File: src/rtl/atp_pkg.sv
// Shared definitions for the kiosk payment ledger scheduler.
// Holds the default widths, the FSM state encoding and the accepted
// rupee denominations. It has no ports.
package atp_pkg;

    localparam int unsigned NUM_KIOSK_DEF = 4;
    localparam int unsigned AMT_W_DEF     = 16;
    localparam int unsigned ACCT_W_DEF    = 8;
    localparam int unsigned TIMEOUT_DEF   = 255;

    // Scheduler FSM state encoding
    localparam int unsigned ST_W = 3;
    typedef logic [ST_W-1:0] atp_state_t;

    localparam logic [ST_W-1:0] ST_IDLE  = 3'd0;
    localparam logic [ST_W-1:0] ST_ARB   = 3'd1;
    localparam logic [ST_W-1:0] ST_READ  = 3'd2;
    localparam logic [ST_W-1:0] ST_WAIT  = 3'd3;
    localparam logic [ST_W-1:0] ST_CALC  = 3'd4;
    localparam logic [ST_W-1:0] ST_WRITE = 3'd5;
    localparam logic [ST_W-1:0] ST_RESP  = 3'd6;
    localparam logic [ST_W-1:0] ST_ERR   = 3'd7;

    // Coin and note values (rupees) the kiosks accept
    localparam int unsigned DENOM_CNT = 10;
    localparam int unsigned DENOMS [DENOM_CNT] = '{1, 2, 5, 10, 20, 50, 100, 200, 500, 2000};

endpackage

File: src/rtl/atp_ledger_sched_if.sv
// Kiosk and ledger bus of the payment ledger scheduler.
// Kiosk side:  req, k_acct, k_amt in; gnt, done, err, bal_out, exc_out out.
// Ledger side: led_addr, led_rd_en, led_wr_en, led_wr_data out;
//              led_rd_valid, led_rd_data in.
// Status:      busy out.
// master = kiosks + ledger environment, slave = scheduler.
interface atp_ledger_sched_if
    import atp_pkg::*;
#(
    parameter int unsigned NUM_KIOSK = NUM_KIOSK_DEF,
    parameter int unsigned AMT_W     = AMT_W_DEF,
    parameter int unsigned ACCT_W    = ACCT_W_DEF
);

    logic [NUM_KIOSK-1:0]        req;
    logic [NUM_KIOSK*ACCT_W-1:0] k_acct;
    logic [NUM_KIOSK*AMT_W-1:0]  k_amt;
    logic [NUM_KIOSK-1:0]        gnt;
    logic [NUM_KIOSK-1:0]        done;
    logic                        err;
    logic [AMT_W-1:0]            bal_out;
    logic [AMT_W-1:0]            exc_out;
    logic [ACCT_W-1:0]           led_addr;
    logic                        led_rd_en;
    logic                        led_rd_valid;
    logic [AMT_W-1:0]            led_rd_data;
    logic                        led_wr_en;
    logic [AMT_W-1:0]            led_wr_data;
    logic                        busy;

    modport master (
        output req, k_acct, k_amt, led_rd_valid, led_rd_data,
        input  gnt, done, err, bal_out, exc_out,
        input  led_addr, led_rd_en, led_wr_en, led_wr_data, busy
    );

    modport slave (
        input  req, k_acct, k_amt, led_rd_valid, led_rd_data,
        output gnt, done, err, bal_out, exc_out,
        output led_addr, led_rd_en, led_wr_en, led_wr_data, busy
    );

endinterface

File: src/rtl/atp_rr_arb.sv
// Round-robin kiosk selector: picks the first requesting kiosk at or after
// rr_ptr_i, wrapping from NUM_KIOSK-1 back to 0. Purely combinational.
// Ports: req_i (request vector), rr_ptr_i (search start),
//        winner_o (one-hot winner, zero when no request), winner_idx_o.
module atp_rr_arb #(
    parameter int unsigned NUM_KIOSK = 4,
    localparam int unsigned IDX_W = (NUM_KIOSK > 1) ? $clog2(NUM_KIOSK) : 1
) (
    input  logic [NUM_KIOSK-1:0] req_i,
    input  logic [IDX_W-1:0]     rr_ptr_i,
    output logic [NUM_KIOSK-1:0] winner_o,
    output logic [IDX_W-1:0]     winner_idx_o
);

    logic [31:0]      sum;
    logic [IDX_W-1:0] pos;
    logic             found;

    // Scan kiosks in rotated order; the first hit wins
    always_comb begin
        winner_o     = '0;
        winner_idx_o = '0;
        sum          = '0;
        pos          = '0;
        found        = 1'b0;
        for (int unsigned i = 0; i < NUM_KIOSK; i++) begin
            sum = 32'(rr_ptr_i) + i;
            if (sum >= NUM_KIOSK) begin
                sum = sum - NUM_KIOSK;
            end
            pos = IDX_W'(sum);
            if (!found && req_i[pos]) begin
                found         = 1'b1;
                winner_o[pos] = 1'b1;
                winner_idx_o  = pos;
            end
        end
    end

endmodule

File: src/rtl/atp_ledger_sched.sv
// Kiosk payment ledger scheduler. Kiosks post payments against consumer
// accounts; one kiosk at a time is granted, its account's outstanding due
// is read from the ledger, reduced by the paid amount (excess reported
// separately) and written back, then the kiosk receives a done pulse.
// A ledger that does not answer within TIMEOUT cycles yields done with err.
// Ports: clk, rst (async, active-high), bus (slave side of the kiosk and
//        ledger interface). All bus outputs are registered.
module atp_ledger_sched
    import atp_pkg::*;
#(
    parameter int unsigned NUM_KIOSK = NUM_KIOSK_DEF,
    parameter int unsigned AMT_W     = AMT_W_DEF,
    parameter int unsigned ACCT_W    = ACCT_W_DEF,
    parameter int unsigned TIMEOUT   = TIMEOUT_DEF
) (
    input  logic               clk,
    input  logic               rst,
    atp_ledger_sched_if.slave  bus
);

    localparam int unsigned IDX_W = (NUM_KIOSK > 1) ? $clog2(NUM_KIOSK) : 1;
    localparam int unsigned CNT_W = $clog2(TIMEOUT + 1);

    atp_state_t            state_q,   state_d;
    logic [IDX_W-1:0]      rr_ptr_q,  rr_ptr_d;
    logic [CNT_W-1:0]      cnt_q,     cnt_d;
    logic [AMT_W-1:0]      amt_q,     amt_d;
    logic [AMT_W-1:0]      due_q,     due_d;
    logic [AMT_W-1:0]      excess_q,  excess_d;
    logic [NUM_KIOSK-1:0]  gnt_q,     gnt_d;
    logic [NUM_KIOSK-1:0]  done_q,    done_d;
    logic                  err_q,     err_d;
    logic [AMT_W-1:0]      bal_q,     bal_d;
    logic [AMT_W-1:0]      exc_q,     exc_d;
    logic [ACCT_W-1:0]     addr_q,    addr_d;
    logic                  rd_en_q,   rd_en_d;
    logic                  wr_en_q,   wr_en_d;
    logic [AMT_W-1:0]      wr_data_q, wr_data_d;
    logic                  busy_q,    busy_d;

    logic [NUM_KIOSK-1:0]  arb_win;
    logic [IDX_W-1:0]      arb_idx;
    logic [ACCT_W-1:0]     win_acct;
    logic [AMT_W-1:0]      win_amt;

    atp_rr_arb #(
        .NUM_KIOSK (NUM_KIOSK)
    ) u_arb (
        .req_i        (bus.req),
        .rr_ptr_i     (rr_ptr_q),
        .winner_o     (arb_win),
        .winner_idx_o (arb_idx)
    );

    // One-hot mux of the winning kiosk's account and amount
    always_comb begin
        win_acct = '0;
        win_amt  = '0;
        for (int unsigned k = 0; k < NUM_KIOSK; k++) begin
            if (arb_win[k]) begin
                win_acct = win_acct | bus.k_acct[k*ACCT_W +: ACCT_W];
                win_amt  = win_amt  | bus.k_amt[k*AMT_W +: AMT_W];
            end
        end
    end

    // Next state and next values of every registered output
    always_comb begin
        state_d   = state_q;
        rr_ptr_d  = rr_ptr_q;
        cnt_d     = cnt_q;
        amt_d     = amt_q;
        due_d     = due_q;
        excess_d  = excess_q;
        gnt_d     = gnt_q;
        done_d    = '0;
        err_d     = 1'b0;
        bal_d     = bal_q;
        exc_d     = exc_q;
        addr_d    = addr_q;
        rd_en_d   = 1'b0;
        wr_en_d   = 1'b0;
        wr_data_d = wr_data_q;

        case (state_q)
            ST_IDLE: begin
                if (|bus.req) begin
                    state_d = ST_ARB;
                end
            end
            ST_ARB: begin
                // A request withdrawn before arbitration is simply dropped
                if (|bus.req) begin
                    gnt_d    = arb_win;
                    addr_d   = win_acct;
                    amt_d    = win_amt;
                    rr_ptr_d = (arb_idx == IDX_W'(NUM_KIOSK - 1)) ? '0 : arb_idx + IDX_W'(1);
                    rd_en_d  = 1'b1;
                    cnt_d    = '0;
                    state_d  = ST_READ;
                end else begin
                    state_d = ST_IDLE;
                end
            end
            ST_READ: begin
                cnt_d   = '0;
                state_d = ST_WAIT;
            end
            ST_WAIT: begin
                // Read data arriving on the last allowed cycle still counts
                if (bus.led_rd_valid) begin
                    due_d   = bus.led_rd_data;
                    state_d = ST_CALC;
                end else if (cnt_q == CNT_W'(TIMEOUT - 1)) begin
                    done_d  = gnt_q;
                    err_d   = 1'b1;
                    bal_d   = '0;
                    exc_d   = '0;
                    state_d = ST_ERR;
                end else begin
                    cnt_d = cnt_q + CNT_W'(1);
                end
            end
            ST_CALC: begin
                // Saturate the due at zero and report any overpayment
                if (amt_q <= due_q) begin
                    wr_data_d = due_q - amt_q;
                    excess_d  = '0;
                end else begin
                    wr_data_d = '0;
                    excess_d  = amt_q - due_q;
                end
                wr_en_d = 1'b1;
                state_d = ST_WRITE;
            end
            ST_WRITE: begin
                done_d  = gnt_q;
                bal_d   = wr_data_q;
                exc_d   = excess_q;
                state_d = ST_RESP;
            end
            ST_RESP: begin
                gnt_d   = '0;
                state_d = ST_IDLE;
            end
            ST_ERR: begin
                gnt_d   = '0;
                state_d = ST_IDLE;
            end
            default: begin
                gnt_d   = '0;
                state_d = ST_IDLE;
            end
        endcase

        busy_d = (state_d != ST_IDLE);
    end

    // State and output registers
    always_ff @(posedge clk or posedge rst) begin
        if (rst) begin
            state_q   <= ST_IDLE;
            rr_ptr_q  <= '0;
            cnt_q     <= '0;
            amt_q     <= '0;
            due_q     <= '0;
            excess_q  <= '0;
            gnt_q     <= '0;
            done_q    <= '0;
            err_q     <= 1'b0;
            bal_q     <= '0;
            exc_q     <= '0;
            addr_q    <= '0;
            rd_en_q   <= 1'b0;
            wr_en_q   <= 1'b0;
            wr_data_q <= '0;
            busy_q    <= 1'b0;
        end else begin
            state_q   <= state_d;
            rr_ptr_q  <= rr_ptr_d;
            cnt_q     <= cnt_d;
            amt_q     <= amt_d;
            due_q     <= due_d;
            excess_q  <= excess_d;
            gnt_q     <= gnt_d;
            done_q    <= done_d;
            err_q     <= err_d;
            bal_q     <= bal_d;
            exc_q     <= exc_d;
            addr_q    <= addr_d;
            rd_en_q   <= rd_en_d;
            wr_en_q   <= wr_en_d;
            wr_data_q <= wr_data_d;
            busy_q    <= busy_d;
        end
    end

    assign bus.gnt         = gnt_q;
    assign bus.done        = done_q;
    assign bus.err         = err_q;
    assign bus.bal_out     = bal_q;
    assign bus.exc_out     = exc_q;
    assign bus.led_addr    = addr_q;
    assign bus.led_rd_en   = rd_en_q;
    assign bus.led_wr_en   = wr_en_q;
    assign bus.led_wr_data = wr_data_q;
    assign bus.busy        = busy_q;

endmodule
File: src/flat_wrapper.sv
// flat-port wrapper written by rule: the top's interface ports become plain ports
module atp_ledger_sched_flat import atp_pkg::*;
#(
    parameter int unsigned NUM_KIOSK = NUM_KIOSK_DEF,
    parameter int unsigned AMT_W     = AMT_W_DEF,
    parameter int unsigned ACCT_W    = ACCT_W_DEF,
    parameter int unsigned TIMEOUT   = TIMEOUT_DEF
)
  (clk, rst, bus_req, bus_k_acct, bus_k_amt, bus_led_rd_valid, bus_led_rd_data, bus_gnt, bus_done, bus_err, bus_bal_out, bus_exc_out, bus_led_addr, bus_led_rd_en, bus_led_wr_en, bus_led_wr_data, bus_busy);
  atp_ledger_sched_if #(.NUM_KIOSK(NUM_KIOSK), .AMT_W(AMT_W), .ACCT_W(ACCT_W)) bus_i ();
  input  logic clk;
  input  logic rst;
  input wire logic [$bits(bus_i.req)-1:0] bus_req;
  input wire logic [$bits(bus_i.k_acct)-1:0] bus_k_acct;
  input wire logic [$bits(bus_i.k_amt)-1:0] bus_k_amt;
  input wire logic [$bits(bus_i.led_rd_valid)-1:0] bus_led_rd_valid;
  input wire logic [$bits(bus_i.led_rd_data)-1:0] bus_led_rd_data;
  output wire logic [$bits(bus_i.gnt)-1:0] bus_gnt;
  output wire logic [$bits(bus_i.done)-1:0] bus_done;
  output wire logic [$bits(bus_i.err)-1:0] bus_err;
  output wire logic [$bits(bus_i.bal_out)-1:0] bus_bal_out;
  output wire logic [$bits(bus_i.exc_out)-1:0] bus_exc_out;
  output wire logic [$bits(bus_i.led_addr)-1:0] bus_led_addr;
  output wire logic [$bits(bus_i.led_rd_en)-1:0] bus_led_rd_en;
  output wire logic [$bits(bus_i.led_wr_en)-1:0] bus_led_wr_en;
  output wire logic [$bits(bus_i.led_wr_data)-1:0] bus_led_wr_data;
  output wire logic [$bits(bus_i.busy)-1:0] bus_busy;
  assign bus_i.req = bus_req;
  assign bus_i.k_acct = bus_k_acct;
  assign bus_i.k_amt = bus_k_amt;
  assign bus_i.led_rd_valid = bus_led_rd_valid;
  assign bus_i.led_rd_data = bus_led_rd_data;
  assign bus_gnt = bus_i.gnt;
  assign bus_done = bus_i.done;
  assign bus_err = bus_i.err;
  assign bus_bal_out = bus_i.bal_out;
  assign bus_exc_out = bus_i.exc_out;
  assign bus_led_addr = bus_i.led_addr;
  assign bus_led_rd_en = bus_i.led_rd_en;
  assign bus_led_wr_en = bus_i.led_wr_en;
  assign bus_led_wr_data = bus_i.led_wr_data;
  assign bus_busy = bus_i.busy;
  atp_ledger_sched #(.NUM_KIOSK(NUM_KIOSK), .AMT_W(AMT_W), .ACCT_W(ACCT_W), .TIMEOUT(TIMEOUT)) u_core (.clk(clk), .rst(rst), .bus(bus_i));
endmodule
File: config.mk
export PLATFORM = sky130hd
export DESIGN_NAME = atp_ledger_sched_flat
export DESIGN_NICKNAME = d
export VERILOG_FILES = /design/src/rtl/atp_pkg.sv /design/src/rtl/atp_ledger_sched_if.sv /design/src/rtl/atp_rr_arb.sv /design/src/rtl/atp_ledger_sched.sv /design/src/flat_wrapper.sv
export SDC_FILE = /design/constraint.sdc
export NUM_CORES = 1
export LEC_CHECK = 0
export CAP_MARGIN = 25
export CORE_MARGIN = 5
export CORE_UTILIZATION = 45
export CTS_CLUSTER_SIZE = 20
export DETAILED_ROUTE_END_ITERATION = 6
export GPL_ROUTABILITY_DRIVEN = 0
export GPL_TIMING_DRIVEN = 0
export PLACE_DENSITY = 0.83
export SYNTH_ARGS = -nofsm -noshare
export SYNTH_HDL_FRONTEND = slang
export SYNTH_HIERARCHICAL = 1
export SYNTH_SLANG_ARGS = --single-unit
File: constraint.sdc
create_clock -name clk -period 4.3 [get_ports clk]
set_input_delay 0.86 -clock clk [delete_from_list [all_inputs] [get_ports clk]]
set_output_delay 0.86 -clock clk [all_outputs]
set_load 0.02 [all_outputs]
## Word-level counts from Yosys, hierarchy flattened

Index checks and enable logic that the tools add are counted.

| storage, ports and cells | value |
|---|---|
| register bits after elaboration | 129 |
| bits of input ports | 119 |
| logic and storage cells | 150 |
| output and inout bits | 68 |

| operators by class | value |
|---|---|
| equal/unequal tests | 13 |
| reductions and logical operators | 22 |
| multiplexer cells | 66 |
| bitwise logic cells | 9 |
| magnitude comparators | 13 |
| $add $sub $neg | 11 |

Operators with widths:

| cell | number |
|---|---|
| $mux W16 | 8 |
| $pmux W16 S2 | 2 |
| $mux W8 | 7 |
| $or A16 B16 Y16 | 3 |
| $sub A16 B16 Y16 | 2 |
| $mux W4 | 7 |
| $or A8 B8 Y8 | 3 |
| $pmux W8 S3 | 1 |
| $pmux W3 S7 | 1 |
| $mux W2 | 10 |
| $mux W1 | 17 |
| $le A16 B16 Y1 | 1 |
| $pmux W4 S2 | 2 |
| $eq A3 B3 Y1 const B | 4 |
| $lt A2 B3 Y1 const B | 4 |
| $or A4 B4 Y4 | 3 |
| $ge A3 B3 Y1 const B | 3 |
| $mux W3 | 3 |
| $add A8 B1 Y8 const B | 1 |
| $bmux W1 S2 | 4 |
| $demux W1 S2 | 4 |
| $eq A8 B8 Y1 const B | 1 |
| $ge A2 B1 Y1 const B | 4 |
| $sub A2 B1 Y2 const B | 4 |
| other kinds (19) | 35 |

## Depth between registers and ports, before layout

| logic depth | value |
|---|---|
| word-level depth | 21 |
| mapped depth | 12 |
| gate-level depth less buffers | 10 |

## Modules after synthesis

Netlist, hierarchy kept.

By module, submodules not included:

| module | times used | cells an instance | area an instance (um2) | seq. area each (um2) |
|---|---|---|---|---|
| atp_ledger_sched | 1 | 744 | 7126.8 | 3228.1 |
| atp_rr_arb | 1 | 46 | 419.2 | 0.0 |

## Least setup slack after synthesis

No wires, ideal clock.

| timing path | value |
|---|---|
| path kind | flip-flop to flip-flop |
| from | register u_core.rr_ptr_q[0] |
| to | register u_core.amt_q[0] |
| path buffers | 3 |
| data arrival time | 2683 ps |
| clock period less this slack | 2764 ps |
| library setup time | 82 ps |
| data required time | 4218 ps |
| setup slack | 1536 ps |
| stages on the path, launching flop included | 12 |
| cell sequence | dfrtp_1 buf_2 inv_1 ha_1 mux4_2 nor3_4 a22oi_1 o21ai_1 clkbuf_1 clkbuf_1 a22oi_1 a31oi_1 |

| on the way | value |
|---|---|
| cells in the longest elaborated chain, start to end | 21 |
| elaborated cells between the ends (all ways) | 66 |
| classes of those cells | add/sub (7); order compare (12); mux (31); bitwise (6); reduce/logical (10) |

Ends and longest elaborated chain:

| element | RTL line | text |
|---|---|---|
| start: declaration | atp_ledger_sched.sv:25 | `logic [IDX_W-1:0] rr_ptr_q, rr_ptr_d;` |
| start signal: assignment | atp_ledger_sched.sv:180 | `rr_ptr_q <= rr_ptr_d;` |
| branches (longest 13 deep; another with $add A2 B1 Y3) | -- |  |
| $mux W4 (*) | atp_rr_arb.sv:32 | `if (!found && req_i[pos]) begin` |
| net u_core.arb_win[0] | atp_ledger_sched.sv:41 | `logic [NUM_KIOSK-1:0] arb_win;` |
| $mux W16 (*) | atp_ledger_sched.sv:60 | `if (arb_win[k]) begin` |
| $or A16 B16 Y16 | atp_ledger_sched.sv:62 | `win_amt = win_amt \| bus.k_amt[k*AMT_W +: AMT_W];` |
| $mux W16 (*) | atp_ledger_sched.sv:60 |  |
| $or A16 B16 Y16 | atp_ledger_sched.sv:62 |  |
| $mux W16 (*) | atp_ledger_sched.sv:60 |  |
| $or A16 B16 Y16 | atp_ledger_sched.sv:62 |  |
| $mux W16 (*) | atp_ledger_sched.sv:60 |  |
| end signal: assignment | atp_ledger_sched.sv:182 | `amt_q <= amt_d;` |
| end: declaration | atp_ledger_sched.sv:27 | `logic [AMT_W-1:0] amt_q, amt_d;` |

Mark *: on every way through the listed nets, which the timed path passes. The select of a mux whose other input is x is not followed.
A chain may end at the register's enable or synchronous reset.

## Worst setup path in the final report

| timing path | value |
|---|---|
| from | register u_core.rr_ptr_q[0] |
| to | register u_core.addr_q[4] (netlist: u_core/bus.led_addr[4]) |

| on the way | value |
|---|---|
| cells in the longest elaborated chain, start to end | 21 |
| elaborated cells between the ends (all ways) | 66 |
| classes of those cells | add/sub (7); order compare (12); mux (31); bitwise (6); reduce/logical (10) |

Ends and longest elaborated chain:

| element | RTL line | text |
|---|---|---|
| branches (longest 13 deep; another with $add A2 B1 Y3) | -- |  |
| $mux W4 (*) | atp_rr_arb.sv:32 |  |
| net u_core.arb_win[0] | atp_ledger_sched.sv:41 |  |
| $mux W8 (*) | atp_ledger_sched.sv:60 |  |
| $or A8 B8 Y8 | atp_ledger_sched.sv:61 | `win_acct = win_acct \| bus.k_acct[k*ACCT_W +: ACCT_W];` |
| $mux W8 (*) | atp_ledger_sched.sv:60 |  |
| $or A8 B8 Y8 | atp_ledger_sched.sv:61 |  |
| $mux W8 (*) | atp_ledger_sched.sv:60 |  |
| $or A8 B8 Y8 | atp_ledger_sched.sv:61 |  |
| $mux W8 (*) | atp_ledger_sched.sv:60 |  |
| end signal: assignment | atp_ledger_sched.sv:190 | `addr_q <= addr_d;` |
| end: declaration | atp_ledger_sched.sv:35 | `logic [ACCT_W-1:0] addr_q, addr_d;` |

Marks and branches as above.

==> results.tsv <==
metric	value	unit
number of fill cells in the layout	1371	
yosys warns	6	
Gates resized, CTS repair	0	
peak supply drop	0.552	mV
Reg-to-Reg Start	u_core/rr_ptr_q[0]	
CTS Hold Bufs	0	
register bit total from synthesis	129	
Die Y	139	µm
DRT antenna net count	0	
clk_lat worst skew	420	ps
setup_tns	0	ps
CTS tree	done	
total power per unit cell area	854	mW/mm²
Worst Hold Slack	494	ps
worst-case reg-to-reg path depth	11	
Synth Instances	790	
WHS Path Cells	2	
Ports	187	
Slew Viols, Final	0	
Min-Delay Endpoint	u_core/bus.exc_out[5]	
Slew HR	46.4	%
CTS buffer count	17	
CTS Root Cell	clkbuf_16	
most used routing layer in global routing	met2	
share of layout cells above drive strength 1	9.42	%
FF-to-FF setup slack	630	ps
crit share post-route	85.3	%
Power, Total	8.80	mW
Final Net Count	1158	
grt total ovfl	0	
H-tree levels	4	
post-detail-place hpwl	16700	µm
Avg Cell Area, Syn	9.55	µm²
first-pass GRT wire length	34200	µm
largest net degree at the start of global routing	43	
status	completed	
fmax	273	MHz
RSZ-0062 raised after global routing	no	
sequential element share of the synthesized area	42.8	%
Tightest Pin Transition	798	ps
ant diodes	0	
CTS Sinks	129	
CP endpoint kind	flip-flop	
final setup fails	0	
Via Count	6767	
vias in the first global route	6860	
WS Path Type	reg -> reg	
CP startpoint kind	flip-flop	
Post-Syn Area	0.00755	mm²
Hold Startpoint	u_core/excess_q[5]	
die area	0.0195	mm²
worst path required time	4640	ps
simple-gate share of the synthesized area	12.7	%
met1 Usage GRT	27.0	%
syn_nets	950	
asr flop ratio synth	100	%
cell row count	47	
initial antenna violation count	0	
reg2reg end	u_core/bus.led_addr[4]	
post-synthesis mux area share	4.59	%
area grow syn2layout	36.6	%
# Post-CTS Setup Buffers	0	
met2 GRT Util	37.0	%
Initial DRC Count	557	
compound-cell area share of the yosys netlist	23.4	%
ys flop type	dfrtp_1	
post-synthesis adder-cell area fraction	7.00	%
Port Buf Inserts	186	
core footprint	0.0165	mm²
clk buf depth	2	
Place WS	311	ps
width of the die	139	µm
clock transition at the registers of the reported paths	60	ps
Residual DRC	0	
Final Hold Viols	0	
Via density	5.51	
routed len/inst	17.2	µm
global router's overall resource usage	21.7	%
largest family of logic cells by synthesized area	compound AO/OA/AOI/OAI gates	
Hold Crit Class	reg -> reg	
Post-synth EDFFs	0	
setup ws final	633	ps
met3 Track Usage GR	5.69	%
post-synthesis xor/xnor area fraction	3.37	%
WP data arrival	4010	ps
max-cap viol count	0	
first-pass iteration count of the detailed router	7	
Starting Density	45.7	%
fin crit period	3670	ps
Critical Path Fanout Max	10	
Setup Skew	7.45	ps
final WL	21200	µm
Synth cell types	68	
Lkg Pwr	4.39	nW
-- worst max-delay path, stage by stage (launching register included) --
cell and delay [ps]:
dfrtp_1 470, buf_2 270, inv_1 110, ha_1 430, mux4_2 480, nor2b_4 230, a22oi_1 100, o21ai_1 120
clkbuf_1 370, clkbuf_1 540, a22oi_1 250, a31oi_1 210
-- power breakdown --
group / internal (mW) / switching [mW]
clock: 0.885 / 0.497
sequential: 1.69 / 0.371
combinational: 2.28 / 3.08
total: 4.85 / 3.95
-- metal layers --
layer	wire length, µm	up-vias
met5	0	-
met4	335	0
met3	1550	24
met2	10400	267
met1	8860	3231
li1	-	3245
-- cell usage in the layout (no fill, tap or decap), types with 8 or more instances in the layout --
cell,instances
xor2_1,12
xnor2_1,17
a22oi_1,56
a31oi_1,25
clkdlybuf4s50_1,186
o21ai_0,56
dfrtp_1,129
clkbuf_16,17
clkbuf_1,29
inv_1,42
nor2_1,52
a21oi_1,41
buf_4,11
o21ai_1,8
a22o_1,26
mux2_2,18
ha_1,39
buf_2,9
nor3_1,10
nand2_1,95
o21a_1,11
-- kinds of logic after synthesis --
group                      after synthesis
adders and majority gates               41
buffers and inverters                   98
DFF                                    129
and+or+nand+nor                        204
AOI/OAI and AO/OA                      262
muxes                                   27
xor gates and xnor gates                29
-- sequential cells by signal (all words and copies together) (netlist names) --
signal / cells
u_core/amt_q: 16
u_core/bus.bal_out: 16
u_core/bus.exc_out: 16
u_core/bus.led_wr_data: 16
u_core/due_q: 16
u_core/excess_q: 16
u_core/bus.led_addr: 8
u_core/cnt_q: 8
u_core/bus.done: 4
u_core/bus.gnt: 4
u_core/state_q: 3
u_core/rr_ptr_q: 2
u_core/bus.busy: 1
u_core/bus.err: 1
u_core/bus.led_rd_en: 1
u_core/bus.led_wr_en: 1
-- cell usage after synthesis (all sizes together) (3+ instances only) --
master  instances  area, µm²
dfrtp         129       3230
nand2          96        363
o21ai          64        320
a22oi          56        420
nor2           52        195
a21oi          44        231
inv            44        165
ha             39        488
clkbuf         28        108
a22o           27        238
buf            26        188
a31oi          25        156
mux2           18        203
xnor2          17        149
nor3           12       82.6
o21a           12       97.6
xor2           12        105
nand3           7       35.0
nor3b           7       52.6
o21bai          6       45.0
a21o            5       37.5
mux2i           5       50.1
nand2b          5       38.8
nand4           5       37.5
nor2b           5       38.8
o31ai           5       37.5
mux4            4       93.8
and2            3       18.8
and3            3       18.8
-- stage by stage --
| step | cells | utilization, % | area (µm²) |
|---|---|---|---|
| finish | 1228 | 62.4 | 10300 |
| global route | 1228 | 62.4 | 10300 |
| CTS | 1228 | 62.4 | 10300 |
| detailed placement | 1199 | 59.0 | 9750 |
| global placement | 1196 | 58.6 | 9690 |
| floorplan | 790 | - | 7550 |
-- how the worst max path moves through the flow --
stage	cells past startpoint	to	slack, ps	from
final	11	u_core/bus.led_addr[4]	630	u_core/rr_ptr_q[0]
after CTS	11	u_core/amt_q[0]	690	u_core/rr_ptr_q[0]
after detailed placement	10	u_core/amt_q[4]	310	bus_req[1]
after floorplan	11	u_core/amt_q[0]	1540	u_core/rr_ptr_q[0]
after global routing	11	u_core/bus.led_addr[4]	420	u_core/rr_ptr_q[0]
after global placement	10	u_core/amt_q[1]	390	bus_req[1]
-- area by class of cell --
| class | instances | area, µm² | share of cell area, % |
|---|---|---|---|
| Tap cell | 220 | 275 | 2.67 |
| Clock inverter | 6 | 82.6 | 0.801 |
| Timing Repair Buffer | 189 | 1920 | 18.6 |
| Inverter | 44 | 169 | 1.64 |
| Clock buffer | 23 | 478 | 4.64 |
| Buffer | 54 | 295 | 2.86 |
| Sequential cell | 129 | 3230 | 31.3 |
| Multi-Input combinational cell | 563 | 3860 | 37.4 |
(Power assumes the default switching activity.)
